## src/rtl/int_request_unit_if.sv

```systemverilog
// Purpose: handshake bundle between the interrupt request unit and the
//          system controller's interrupt sequencer.
// Signals:
//   int_pending - vector present / request valid (unit -> controller)
//   int_vector  - vector number of the presented request (unit -> controller)
//   int_ack     - controller accepted the vector, 1-cycle pulse (controller -> unit)
//   int_done    - controller finished interrupt entry, 1-cycle pulse (controller -> unit)
interface int_request_unit_if;
  logic       int_pending;
  logic [7:0] int_vector;
  logic       int_ack;
  logic       int_done;

  // Request source side.
  modport master (
    output int_pending,
    output int_vector,
    input  int_ack,
    input  int_done
  );

  // Interrupt sequencer side.
  modport slave (
    input  int_pending,
    input  int_vector,
    output int_ack,
    output int_done
  );
endinterface

```

## src/rtl/int_request_unit.sv

```systemverilog
// Purpose: device-side interrupt source. Latches rising edges on int_in as
//          pending, presents the lowest-index unmasked pending line as a
//          vector, and tracks it as in-service until entry completes.
// Ports:
//   clk, reset  - clock, synchronous active-high reset
//   int_in      - request lines, rising edge = request
//   int_mask    - 1 = line blocked from selection (still latched)
//   irq         - handshake bundle (int_pending/int_vector out, int_ack/int_done in)
//   in_service  - one-hot line currently being serviced
//   pend_bits   - raw pending register
module int_request_unit #(
  parameter int unsigned NUM_LINES = 8,
  parameter logic [7:0]  VEC_BASE  = 8'h20
) (
  input  logic                 clk,
  input  logic                 reset,
  input  logic [NUM_LINES-1:0] int_in,
  input  logic [NUM_LINES-1:0] int_mask,
  int_request_unit_if.master   irq,
  output logic [NUM_LINES-1:0] in_service,
  output logic [NUM_LINES-1:0] pend_bits
);

  localparam int unsigned IDX_W = (NUM_LINES > 1) ? $clog2(NUM_LINES) : 1;

  typedef enum logic [1:0] {
    IDLE    = 2'd0,
    REQ     = 2'd1,
    SERVICE = 2'd2
  } state_e;

  state_e               state_q;
  logic [NUM_LINES-1:0] int_in_q;
  logic [NUM_LINES-1:0] pend_q;
  logic [NUM_LINES-1:0] in_service_q;
  logic                 armed_q;
  logic                 int_pending_q;
  logic [7:0]           int_vector_q;
  logic [IDX_W-1:0]     idx_q;

  logic [NUM_LINES-1:0] rise_c;
  logic [NUM_LINES-1:0] eligible_c;
  logic [NUM_LINES-1:0] idx_onehot_c;
  logic [NUM_LINES-1:0] pend_d;
  logic [IDX_W-1:0]     win_idx_c;
  logic                 any_eligible_c;
  logic                 ack_take_c;

  // Edge detect, fixed-priority pick and pending next-state.
  // armed_q is low for the first cycle out of reset: that sample only
  // establishes the int_in baseline, so a line held high through reset
  // is not mistaken for a fresh edge.
  always_comb begin
    rise_c         = armed_q ? (int_in & ~int_in_q) : '0;
    eligible_c     = pend_q & ~int_mask;
    any_eligible_c = |eligible_c;
    win_idx_c      = '0;
    // Descending scan so the lowest eligible index is the last write.
    for (int i = NUM_LINES - 1; i >= 0; i--) begin
      if (eligible_c[i]) win_idx_c = IDX_W'(i);
    end
    idx_onehot_c = NUM_LINES'(1) << idx_q;
    ack_take_c   = (state_q == REQ) && irq.int_ack;
    // Clear on ack first, then OR in new edges so a same-cycle edge wins.
    pend_d       = (pend_q & ~(ack_take_c ? idx_onehot_c : '0)) | rise_c;
  end

  // Request/acknowledge/service sequencer with registered outputs.
  always_ff @(posedge clk) begin
    if (reset) begin
      state_q       <= IDLE;
      int_in_q      <= '0;
      pend_q        <= '0;
      in_service_q  <= '0;
      armed_q       <= 1'b0;
      int_pending_q <= 1'b0;
      int_vector_q  <= 8'h00;
      idx_q         <= '0;
    end else begin
      armed_q  <= 1'b1;
      int_in_q <= int_in;
      pend_q   <= pend_d;
      case (state_q)
        IDLE: begin
          if (any_eligible_c) begin
            idx_q         <= win_idx_c;
            int_vector_q  <= VEC_BASE + 8'(win_idx_c);
            int_pending_q <= 1'b1;
            state_q       <= REQ;
          end
        end
        REQ: begin
          // Vector is frozen here; int_done is ignored even alongside ack.
          if (irq.int_ack) begin
            in_service_q  <= idx_onehot_c;
            int_pending_q <= 1'b0;
            state_q       <= SERVICE;
          end
        end
        SERVICE: begin
          if (irq.int_done) begin
            in_service_q <= '0;
            state_q      <= IDLE;
          end
        end
        default: state_q <= IDLE;
      endcase
    end
  end

  assign irq.int_pending = int_pending_q;
  assign irq.int_vector  = int_vector_q;
  assign in_service      = in_service_q;
  assign pend_bits       = pend_q;

endmodule
```

## src/flat_wrapper.sv

```systemverilog
// flat-port wrapper written by rule: the top's interface ports become plain ports
module int_request_unit_flat 
#(
  parameter int unsigned NUM_LINES = 8,
  parameter logic [7:0]  VEC_BASE  = 8'h20
)
  (clk, reset, int_in, int_mask, in_service, pend_bits, irq_int_pending, irq_int_vector, irq_int_ack, irq_int_done);
  int_request_unit_if irq_i ();
  input  logic clk;
  input  logic reset;
  input  logic [NUM_LINES-1:0] int_in;
  input  logic [NUM_LINES-1:0] int_mask;
  output logic [NUM_LINES-1:0] in_service;
  output logic [NUM_LINES-1:0] pend_bits;
  output wire logic [$bits(irq_i.int_pending)-1:0] irq_int_pending;
  output wire logic [$bits(irq_i.int_vector)-1:0] irq_int_vector;
  input wire logic [$bits(irq_i.int_ack)-1:0] irq_int_ack;
  input wire logic [$bits(irq_i.int_done)-1:0] irq_int_done;
  assign irq_int_pending = irq_i.int_pending;
  assign irq_int_vector = irq_i.int_vector;
  assign irq_i.int_ack = irq_int_ack;
  assign irq_i.int_done = irq_int_done;
  int_request_unit #(.NUM_LINES(NUM_LINES), .VEC_BASE(VEC_BASE)) u_core (.clk(clk), .reset(reset), .int_in(int_in), .int_mask(int_mask), .irq(irq_i), .in_service(in_service), .pend_bits(pend_bits));
endmodule
```

## config.mk

```make
export PLATFORM = sky130hd
export DESIGN_NAME = int_request_unit_flat
export DESIGN_NICKNAME = d
export VERILOG_FILES = /design/src/rtl/int_request_unit_if.sv /design/src/rtl/int_request_unit.sv /design/src/flat_wrapper.sv
export SDC_FILE = /design/constraint.sdc
export NUM_CORES = 1
export LEC_CHECK = 0
export CAP_MARGIN = 20
export CORE_MARGIN = 2
export CORE_UTILIZATION = 64
export CTS_BUF_LIST = sky130_fd_sc_hd__clkbuf_16
export CTS_CLUSTER_DIAMETER = 150
export DETAILED_ROUTE_END_ITERATION = 10
export DONT_BUFFER_PORTS = 1
export GPL_TIMING_DRIVEN = 0
export HOLD_SLACK_MARGIN = 0.06
export PLACE_DENSITY = 0.8
export RECOVER_POWER = 25
export SYNTH_ARGS = -nofsm -noshare
export SYNTH_HDL_FRONTEND = slang
export SYNTH_SLANG_ARGS = --single-unit
```

## constraint.sdc

```tcl
create_clock -name clk -period 2.4 [get_ports clk]
set_input_delay 0.24 -clock clk [delete_from_list [all_inputs] [get_ports clk]]
set_output_delay 0.24 -clock clk [all_outputs]
set_load 0.05 [all_outputs]
```

==> results by group, run 1 <==
Run status
  • Status: completed

Synth
  • Post-synthesis sequential area ratio: 50.4%
  • Post-synthesis register bit count: 32
  • Mapped Area: 1270 µm²
  • Post-synth EDFFs: 0
  • Synth Warn #: 0
  • Post-synthesis cell type with the largest combined area: dfxtp_1
  • Area contributors post-synth: dfxtp_1, nor2b_1, a21oi_1
  • Primary FF master, synth: dfxtp_1
  • Synth cell types: 26
  • Synth Instances: 144
  • Synth top cells by count: dfxtp_1, nand2_1, a21oi_1, nor2b_1, nor2_1
  • Most common cell in the netlist: dfxtp_1
  • Post-synth top area share: 50.4%
  • Avg Cell Area, Syn: 8.82 µm²
  • Post-synth ARST share: 0%

Setup path
  • WP data required: 2.55 ns
  • Worst R2R Setup Slack: 0.74 ns
  • CP Launch Type: flop
  • Crit path DAT: 1.81 ns
  • Critical Path End Type: flop
  • CP cell instances: nand2b_1 > nor2b_1 > a311oi_1 > o2bb2ai_1
  • Max FO, Critical Path: 5
  • Crit path kind: reg -> reg
  • Slowest CP cell: dfxtp_1
  • CP max stage delay: 0.66 ns

Clock tree
  • CTS tree: done
  • Clk slew on worst S/H paths: 0.05 ns
  • Clock Tree Root: clkbuf_16
  • Clock network latency to the later pin of the worst-skew pair: 0.27 ns
  • CTS buffer count: 5
  • Max Buffers Root-to-Sink: 2
  • H-tree depth: 2
  • Clk sinks: 32

Routing
  • Antenna-violating nets left: 0
  • DRC: 0
  • Starting DRC count in detailed routing: 41
  • Drt total wl: 2980 µm
  • DR vias/cell: 5.85
  • Average wire per standard cell: 16.3 µm
  • Router iterations before antenna repair: 4
  • Vias: 1071

Die
  • Initial Util: 66.1%
  • Die width: 48.5 µm
  • Row count: 16
  • Die Ht: 48.5 µm
  • DIE AREA: 2360 µm²
  • IO Pins: 45
  • Core ar.: 1920 µm²

Timing
  • # setup viols final: 0
  • RSZ-0062 raised after global routing: false
  • Fin crit share: 69.2%
  • Hold Slack: 0.100 ns
  • Period minus WS final: 1.66 ns
  • Count of final max-slew check failures: 0
  • Actual slew at the worst max-slew pin: 0.710 ns
  • Max Clock Freq: 0.602 GHz
  • Final TNS setup: 0 ns
  • Worst Clk Skew: 0.00236 ns
  • Final hold vios: 0
  • Relative slew slack: 52.6%

Power and ir drop
  • Max VDD drop: 671 µV
  • Leak pwr: 0.593 nW
  • Pwr dens: 1010 nW/µm²

Placement
  • Gpl congestion: 0.762
  • DP Area: 1320 µm²
  • PortBufs: 0
  • DP Wirelength: 1940 µm
  • Post-Place Cells: 174

Layout
  • Post-route design area: 1490 µm²
  • Finished Layout Cells: 183
  • N_diodes: 0
  • Final nets: 175
  • Ratio of cells with drive above 1 in the final layout: 8.97%
  • Area Growth Syn to Fin: 17.1%

Global route
  • Initial antenna violation count: 0
  • Tot GR Track Use: 26.0%
  • Number of global-route vias before repair: 1020
  • Largest net degree at the start of global routing: 11
  • Global route overflow: 0
  • First-pass GRT wire length: 4570 µm

Flow run
  • Max Cap Viol: 0

Min path
  • Type of the worst min-delay path: in -> reg
worst max-delay path: cells and delay by family, from the launching register on:
kind	cells	cell delay, ns
AO/OA/AOI/OAI	2	0.45
flip-flops	1	0.66
AND/OR/NAND/NOR	2	0.44
cell families (layout without fill, tap and decap cells):
family / count (synthesis) / after routing / synth area share [%]
simple gates: 63 / 63 / 26.2
compound gates: 31 / 31 / 16.8
buf+inv: 17 / 26 / 6.21
flops: 32 / 32 / 50.4
other cells: 1 / 4 / 0.295
cell type report:
class | count | area [µm²]
multi-input combinational | 98 | 562
sequential | 32 | 641
fill | 128 | 434
clock inverter | 3 | 37.5
tap | 27 | 33.8
timing repair buffer | 1 | 10.0
buffer | 8 | 45.0
clock buffer | 5 | 125
inverter | 9 | 33.8
repair_timing:
action | CTS | global route
hold buffers | 1 | 0
hold endpoints to repair | 1 | 0
buffers inserted | 0 | 0
gates resized for setup | 0 | 0
registers in the layout, indices dropped and copies added, names as in the netlist:
| name | count |
|---|---|
| u_core.int_in_q | 8 |
| u_core.irq.int_pending | 1 |
| u_core.irq.int_vector | 2 |
| u_core.idx_q | 2 |
| u_core.pend_bits | 8 |
| u_core.in_service | 8 |
| u_core.armed_q | 1 |
| u_core.state_q | 2 |
worst paths after layout:
path	start	depth (start not counted)	to
min reg2reg	u_core.int_in_q[2]	3	u_core.pend_bits[2]
max reg2reg	u_core.pend_bits[2]	4	u_core.idx_q[0]
max	u_core.pend_bits[2]	4	u_core.idx_q[0]
min	int_in[6]	1	u_core.int_in_q[6]
power by group:
group	internal (W)	leakage [nW]	total [W]	switching (W)
Clock	0.000481	0.0789	0.000688	0.000207
Sequential	0.000567	0.263	0.000678	0.000111
Combinational	0.0000546	0.251	0.000137	0.0000827
Total	0.00110	0.593	0.00150	0.000400
placed cells by master (no fill, tap or decap), drive strengths merged:
cell type and count:
clkbuf 9, a32oi 7, bufinv 1, o31ai 1, nand4 3, nor2 11
nand3 2, dlygate4sd3 1, a21oi 15, nand3b 1, conb 4, a211oi 2
or3b 1, inv 9, clkinv 2, and4bb 1, dfxtp 32, nor2b 15
a21boi 1, o2bb2ai 1, nand2b 9, o21ai 2, a311oi 1, nand2 18
a31o 1, buf 4, and3 1, and4b 1
stage by stage:
| step | worst slack, ns | utilization, % | power, W |
|---|---|---|---|
| 2_1_floorplan | 0.991 | - | 0.000789 |
| 3_3_place_gp | 0.825 | 68.4 | 0.000810 |
| 3_5_place_dp | 0.771 | 68.4 | 0.000815 |
| 4_1_cts | 0.760 | 77.4 | 0.00150 |
| 5_1_grt | 0.690 | 77.4 | 0.00154 |
| 6_report | 0.739 | 77.4 | 0.00150 |
per-layer routing:
layer	vias up	wire length, µm	global-route usage (%)
li1	505	-	-
met1	501	1190	28.8
met2	59	1510	45.1
met3	6	247	11.1
met4	0	25	8.10
met5	-	0	0
Note: power is estimated with default switching activity, not from simulation.
==> run 2, diff against run 1 <==
- CORE_UTILIZATION: 64 -> 60
- PLACE_DENSITY: 0.8 -> 0.76
- clock period: 2.4 -> 1.7 ns (I/O delays scaled with it)
==> run 2 against run 1 <==
Final area up 3.8%. Routed wire length is 2.8% higher. Fmax up 3.1%. Die area up 6.1%. Critical endpoint is now u_core.pend_bits[7].
==> results by group, run 2 (same netlist as run 1, synthesis figures left out) <==
Routing
  • DR vias/cell: 5.52 (-5.7%)
  • Drt total wl: 3060 µm (+2.8%)
  • DRC: 0 (unchanged)
  • Average wire per standard cell: 16.0 µm (-1.5%)
  • Starting DRC count in detailed routing: 33 (-20%)
  • Vias: 1054 (-1.6%)
  • Antenna-violating nets left: 0 (unchanged)
  • Router iterations before antenna repair: 4 (unchanged)

Min path
  • Type of the worst min-delay path: in -> reg
  • Hold path startpoint: reset

Setup path
  • Crit path kind: reg -> reg
  • CP max stage delay: 0.69 ns (+0.03 ns)
  • Worst R2R Setup Slack: 0.09 ns (-0.65 ns)
  • CP cell instances: and4b_1 > nand3_1 > a32oi_1 > nor2_1
  • CP startpoint: u_core.irq.int_vector[2]
  • Critical R2R Capture: u_core.pend_bits[7]
  • Slowest CP cell: dfxtp_1
  • CP Launch Type: flop
  • Critical Path End Type: flop
  • Reg2reg start: u_core.irq.int_vector[2]
  • Worst r2r path cells: 4 (unchanged)
  • WP data required: 1.84 ns (-0.71 ns)
  • Crit-path leading delay family: flip-flops
  • Worst setup path endpoint: u_core.pend_bits[7]
  • Crit path DAT: 1.76 ns (-0.05 ns)
  • CP bufs+invs: 0 (unchanged)
  • Crit path depth: 4 (unchanged)
  • Max FO, Critical Path: 4 (-1)

Timing
  • Worst Clk Skew: 0.00479 ns (+0.00243 ns)
  • Final TNS setup: 0 ns (unchanged)
  • Max Clock Freq: 0.620 GHz (+3.1%)
  • Final hold vios: 0 (unchanged)
  • Relative slew slack: 53.5% (+0.93 points)
  • Actual slew at the worst max-slew pin: 0.696 ns (-0.0139 ns)
  • # setup viols final: 0 (unchanged)
  • Period minus WS final: 1.61 ns (-0.0492 ns)
  • RSZ-0062 raised after global routing: false
  • Count of final max-slew check failures: 0 (unchanged)
  • Fin crit share: 94.8% (+26 points)
  • Final WS setup: 0.0880 ns (-0.651 ns)

Die
  • IO Pins: 45 (unchanged)
  • Initial Util: 64.1% (-2.0 points)
  • Die Ht: 50.0 µm (+3.0%)
  • Core ar.: 1980 µm² (+3.1%)
  • Die width: 50.0 µm (+3.0%)
  • Row count: 16 (unchanged)
  • DIE AREA: 2500 µm² (+6.1%)

Clock tree
  • Clock Tree Root: clkbuf_16
  • Max Buffers Root-to-Sink: 2 (unchanged)
  • CTS buffer count: 5 (unchanged)
  • H-tree depth: 2 (unchanged)
  • Clock network latency to the later pin of the worst-skew pair: 0.28 ns (about the same)
  • Clk sinks: 32 (unchanged)
  • CTS tree: done
  • Clk slew on worst S/H paths: 0.05 ns (about the same)
  • Post_cts resized: 0 (unchanged)

Global route
  • Tot GR Track Use: 26.5% (+0.49 points)
  • Global route overflow: 0 (unchanged)
  • First-pass GRT wire length: 4710 µm (+2.9%)
  • Initial antenna violation count: 0 (unchanged)
  • Number of global-route vias before repair: 1036 (+1.6%)
  • Largest net degree at the start of global routing: 11 (unchanged)

Layout
  • Final Util: 77.9% (+0.50 points)
  • Final nets: 183 (+4.6%)
  • Most common cell after layout, fill and taps aside: dfxtp_1
  • Most frequent cells in the layout: dfxtp_1, nand2_1, nor2b_1, a21oi_1, nor2_1
  • Finished Layout Cells: 191 (+4.4%)
  • N_diodes: 0 (unchanged)
  • Ratio of cells with drive above 1 in the final layout: 9.15% (+0.17 points)
  • Area Growth Syn to Fin: 21.6%

Power and ir drop
  • Max VDD drop: 1020 µV (+51%)
  • Leak pwr: 0.619 nW (+4.3%)
  • Power after layout: 0.00200 W (+33%)
  • Pwr dens: 1300 nW/µm² (+28%)

Placement
  • DP Worst Slack: 0.114 ns (-0.657 ns)
  • Post-Place Cells: 174 (unchanged)
  • DP Wirelength: 2040 µm (+5.0%)
  • PortBufs: 0 (unchanged)
  • Gpl congestion: 0.750 (-1.5%)

Flow run
  • Max Cap Viol: 0 (unchanged)

Run status
  • Status: completed
==> run 2: cell count changes in the layout (fill, tap and decap cells not counted), sizes merged <==
cell and change:
clkinv +1, dlygate4sd3 +8, bufinv -1
==> run 2: layout make-up <==
type	instances	area [µm²]
Clock inverter	3	13.8
Fill cell	142	438
Tap cell	27	33.8
Buffer	8	45.0
Timing Repair Buffer	9	90.1
Inverter	9	33.8
Multi-Input combinational cell	98	562
Sequential cell	32	641
Clock buffer	5	125
==> run 2: what timing repair did <==
| action | 4_1_cts | 5_1_grt |
|---|---|---|
| hold buffers | 9 | 0 |
| setup buffers | 0 | 0 |
| hold endpoints to repair | 9 | 0 |
| setup endpoints to repair | 0 | 0 |
==> run 2: worst register-to-register path, stage by stage (launching register included) <==
cell	delay (ns)
dfxtp_1	0.69
and4b_1	0.36
nand3_1	0.16
a32oi_1	0.22
nor2_1	0.05
==> run 2: metal layers <==
metal	part of all wire, %	track usage, %
met4	1.1	11.1
met3	7.0	12.7
met5	0	0
met1	42	28.7
met2	50	43.6
==> run 2: where the power goes <==
| part | switching (W) | internal [W] | total, W |
|---|---|---|---|
| Sequential | 0.000156 | 0.000801 | 0.000957 |
| Combinational | 0.000116 | 0.0000891 | 0.000205 |
| Clock | 0.000307 | 0.000530 | 0.000838 |
==> run 2: worst min-delay path by stage <==
stage,end,slack [ns],cells past startpoint
floorplan,u_core.armed_q,0.24,1
global placement,u_core.armed_q,0.25,1
detailed placement,u_core.armed_q,0.26,1
CTS,u_core.idx_q[0],0.07,2
global route,u_core.idx_q[0],0.08,2
finish,u_core.idx_q[0],0.07,2
==> run 2: per-stage QoR <==
step | hold WS (ns) | area [µm²]
after global routing | 0.0782 | 1540
after global placement | 0.252 | 1320
after floorplan | 0.238 | 1280
after detailed placement | 0.259 | 1320
after CTS | 0.0707 | 1540
final | 0.0705 | 1540
==> run 3, diff against run 2 <==
- clock period: 1.7 -> 1.5 ns (I/O delays scaled with it)
==> run 3 against run 2 <==
Sequential share of layout area up 0.42 points. Core utilization rose by 0.88 points. Largest power group unchanged. Sequential power rose by 14%. Total power is 14% higher. Final area grew 1.1%. Setup slack gained 0.026 ns. Clock power up 13%. Global-route usage stayed put. Critical path depth did not move. Fmax up 16%. Non-clock buffer count is the same. Sequential cell count unchanged.
==> results by group, run 3 (same netlist as run 1, synthesis figures left out) <==
Flow run
  • Max Cap Viol: 0 (unchanged)

Power and ir drop
  • Leak pwr: 0.624 nW (+0.84%)
  • Max VDD drop: 1150 µV (+13%)
  • Pwr dens: 1450 nW/µm² (+12%)
  • Power after layout: 0.00227 W (+14%)

Clock tree
  • H-tree depth: 2 (unchanged)
  • Post-CTS setup repair buffer count: 0 (unchanged)
  • CTS tree: done
  • Clock Tree Root: clkbuf_16
  • Clk slew on worst S/H paths: 0.05 ns (about the same)
  • Max Buffers Root-to-Sink: 2 (unchanged)
  • Clk sinks: 32 (unchanged)
  • Clock network latency to the later pin of the worst-skew pair: 0.27 ns (about the same)
  • CTS buffer count: 5 (unchanged)

Timing
  • Period minus WS final: 1.39 ns (-0.226 ns)
  • Final WS setup: 0.114 ns (+0.0257 ns)
  • Hold Slack: 0.0635 ns (-0.00699 ns)
  • Actual slew at the worst max-slew pin: 0.546 ns (-0.150 ns)
  • Worst Clk Skew: 0.00406 ns (-0.000727 ns)
  • Final hold vios: 0 (unchanged)
  • Fin crit share: 92.4% (-2.4 points)
  • Relative slew slack: 63.6% (+10 points)
  • RSZ-0062 raised after global routing: false
  • # setup viols final: 0 (unchanged)
  • Count of final max-slew check failures: 0 (unchanged)
  • Max Clock Freq: 0.721 GHz (+16%)

Routing
  • DR vias/cell: 5.59 (+1.3%)
  • Vias: 1068 (+1.3%)
  • Drt total wl: 3040 µm (-0.65%)
  • Average wire per standard cell: 15.9 µm (-0.65%)
  • Starting DRC count in detailed routing: 39 (+18%)
  • DRC: 0 (unchanged)
  • Router iterations before antenna repair: 4 (unchanged)
  • Antenna-violating nets left: 0 (unchanged)

Placement
  • DP Area: 1320 µm² (unchanged)
  • DP Wirelength: 2040 µm (unchanged)
  • PortBufs: 0 (unchanged)
  • Gpl congestion: 0.750 (unchanged)
  • DP Worst Slack: -0.0863 ns (-0.200 ns)

Layout
  • Ratio of cells with drive above 1 in the final layout: 16.5% (+7.3 points)
  • Most common cell after layout, fill and taps aside: dfxtp_1
  • Final Util: 78.8% (+0.88 points)
  • Most frequent cells in the layout: dfxtp_1, nand2_1, nor2b_1, a21oi_1
  • Post-route design area: 1560 µm² (+1.1%)
  • Final nets: 183 (unchanged)
  • Area Growth Syn to Fin: 23.0%
  • N_diodes: 0 (unchanged)

Global route
  • Largest net degree at the start of global routing: 11 (unchanged)
  • Number of global-route vias before repair: 1039 (+0.29%)
  • Initial antenna violation count: 0 (unchanged)
  • First-pass GRT wire length: 4710 µm (+0.15%)
  • Tot GR Track Use: 26.5% (unchanged)
  • Global route overflow: 0 (unchanged)

Die
  • Core ar.: 1980 µm² (unchanged)
  • Row count: 16 (unchanged)
  • DIE AREA: 2500 µm² (unchanged)
  • Die Ht: 50.0 µm (unchanged)
  • Die width: 50.0 µm (unchanged)
  • Initial Util: 64.1% (unchanged)
  • IO Pins: 45 (unchanged)

Setup path
  • Critical Path End Type: flop
  • WP data required: 1.65 ns (-0.19 ns)
  • Max FO, Critical Path: 5 (+1)
  • Crit path kind: reg -> reg
  • CP Launch Type: flop
  • Slowest CP cell: dfxtp_2
  • CP cell instances: nand2b_1 > nor2b_1 > a311oi_1 > o2bb2ai_1
  • CP max stage delay: 0.50 ns (-0.19 ns)
  • Crit path DAT: 1.54 ns (-0.22 ns)

Run status
  • Status: completed

Min path
  • Type of the worst min-delay path: in -> reg
run 3: report_power, final:
| part | total [W] | internal [W] | switching [W] |
|---|---|---|---|
| Combinational | 0.000236 | 0.000102 | 0.000133 |
| Sequential | 0.00109 | 0.000913 | 0.000177 |
| Clock | 0.000945 | 0.000601 | 0.000344 |
run 3: worst max-delay path, delay by kind of cell (launching register included):
kind             cells  cell delay (ns)
AO/OA/AOI/OAI        2             0.40
flip-flops           1             0.50
AND/OR/NAND/NOR      2             0.37
run 3: cell type report:
type | instances | area (µm²)
plain buffers | 8 | 45.0
repair buffers | 9 | 90.1
flip-flops and latches | 32 | 654
clock inverters | 3 | 13.8
multi-input cells | 98 | 566
clock buffers | 5 | 125
inverters | 9 | 33.8
well taps | 27 | 33.8
fillers | 140 | 420
run 3: routing by layer:
layer	up-vias	wire, µm	global-route usage [%]
met4	0	46	11.1
met1	498	1250	28.7
met3	6	223	12.7
li1	522	-	-
met5	-	0	0
met2	42	1520	43.6
run 3: stage by stage:
step                      cells  setup TNS (ns)
after floorplan             147               0
after global placement      174          -0.110
after detailed placement    174          -0.150
after CTS                   191               0
after global routing        191               0
final                       191               0
run 3: final timing paths:
check	from	endpoint	slack [ns]	cells past startpoint
worst min-delay path	irq_int_ack	u_core.state_q[0]	0.06	2
worst max register to register	u_core.pend_bits[2]	u_core.idx_q[0]	0.11	4
worst max-delay path	u_core.pend_bits[2]	u_core.idx_q[0]	0.11	4
worst min register to register	u_core.int_in_q[1]	u_core.pend_bits[1]	0.53	3
run 3: timing repair:
item,4_1_cts,5_1_grt
gates resized for setup,4,8
hold buffers,9,0
endpoints found under the setup margin,5,10
hold endpoints to repair,10,0
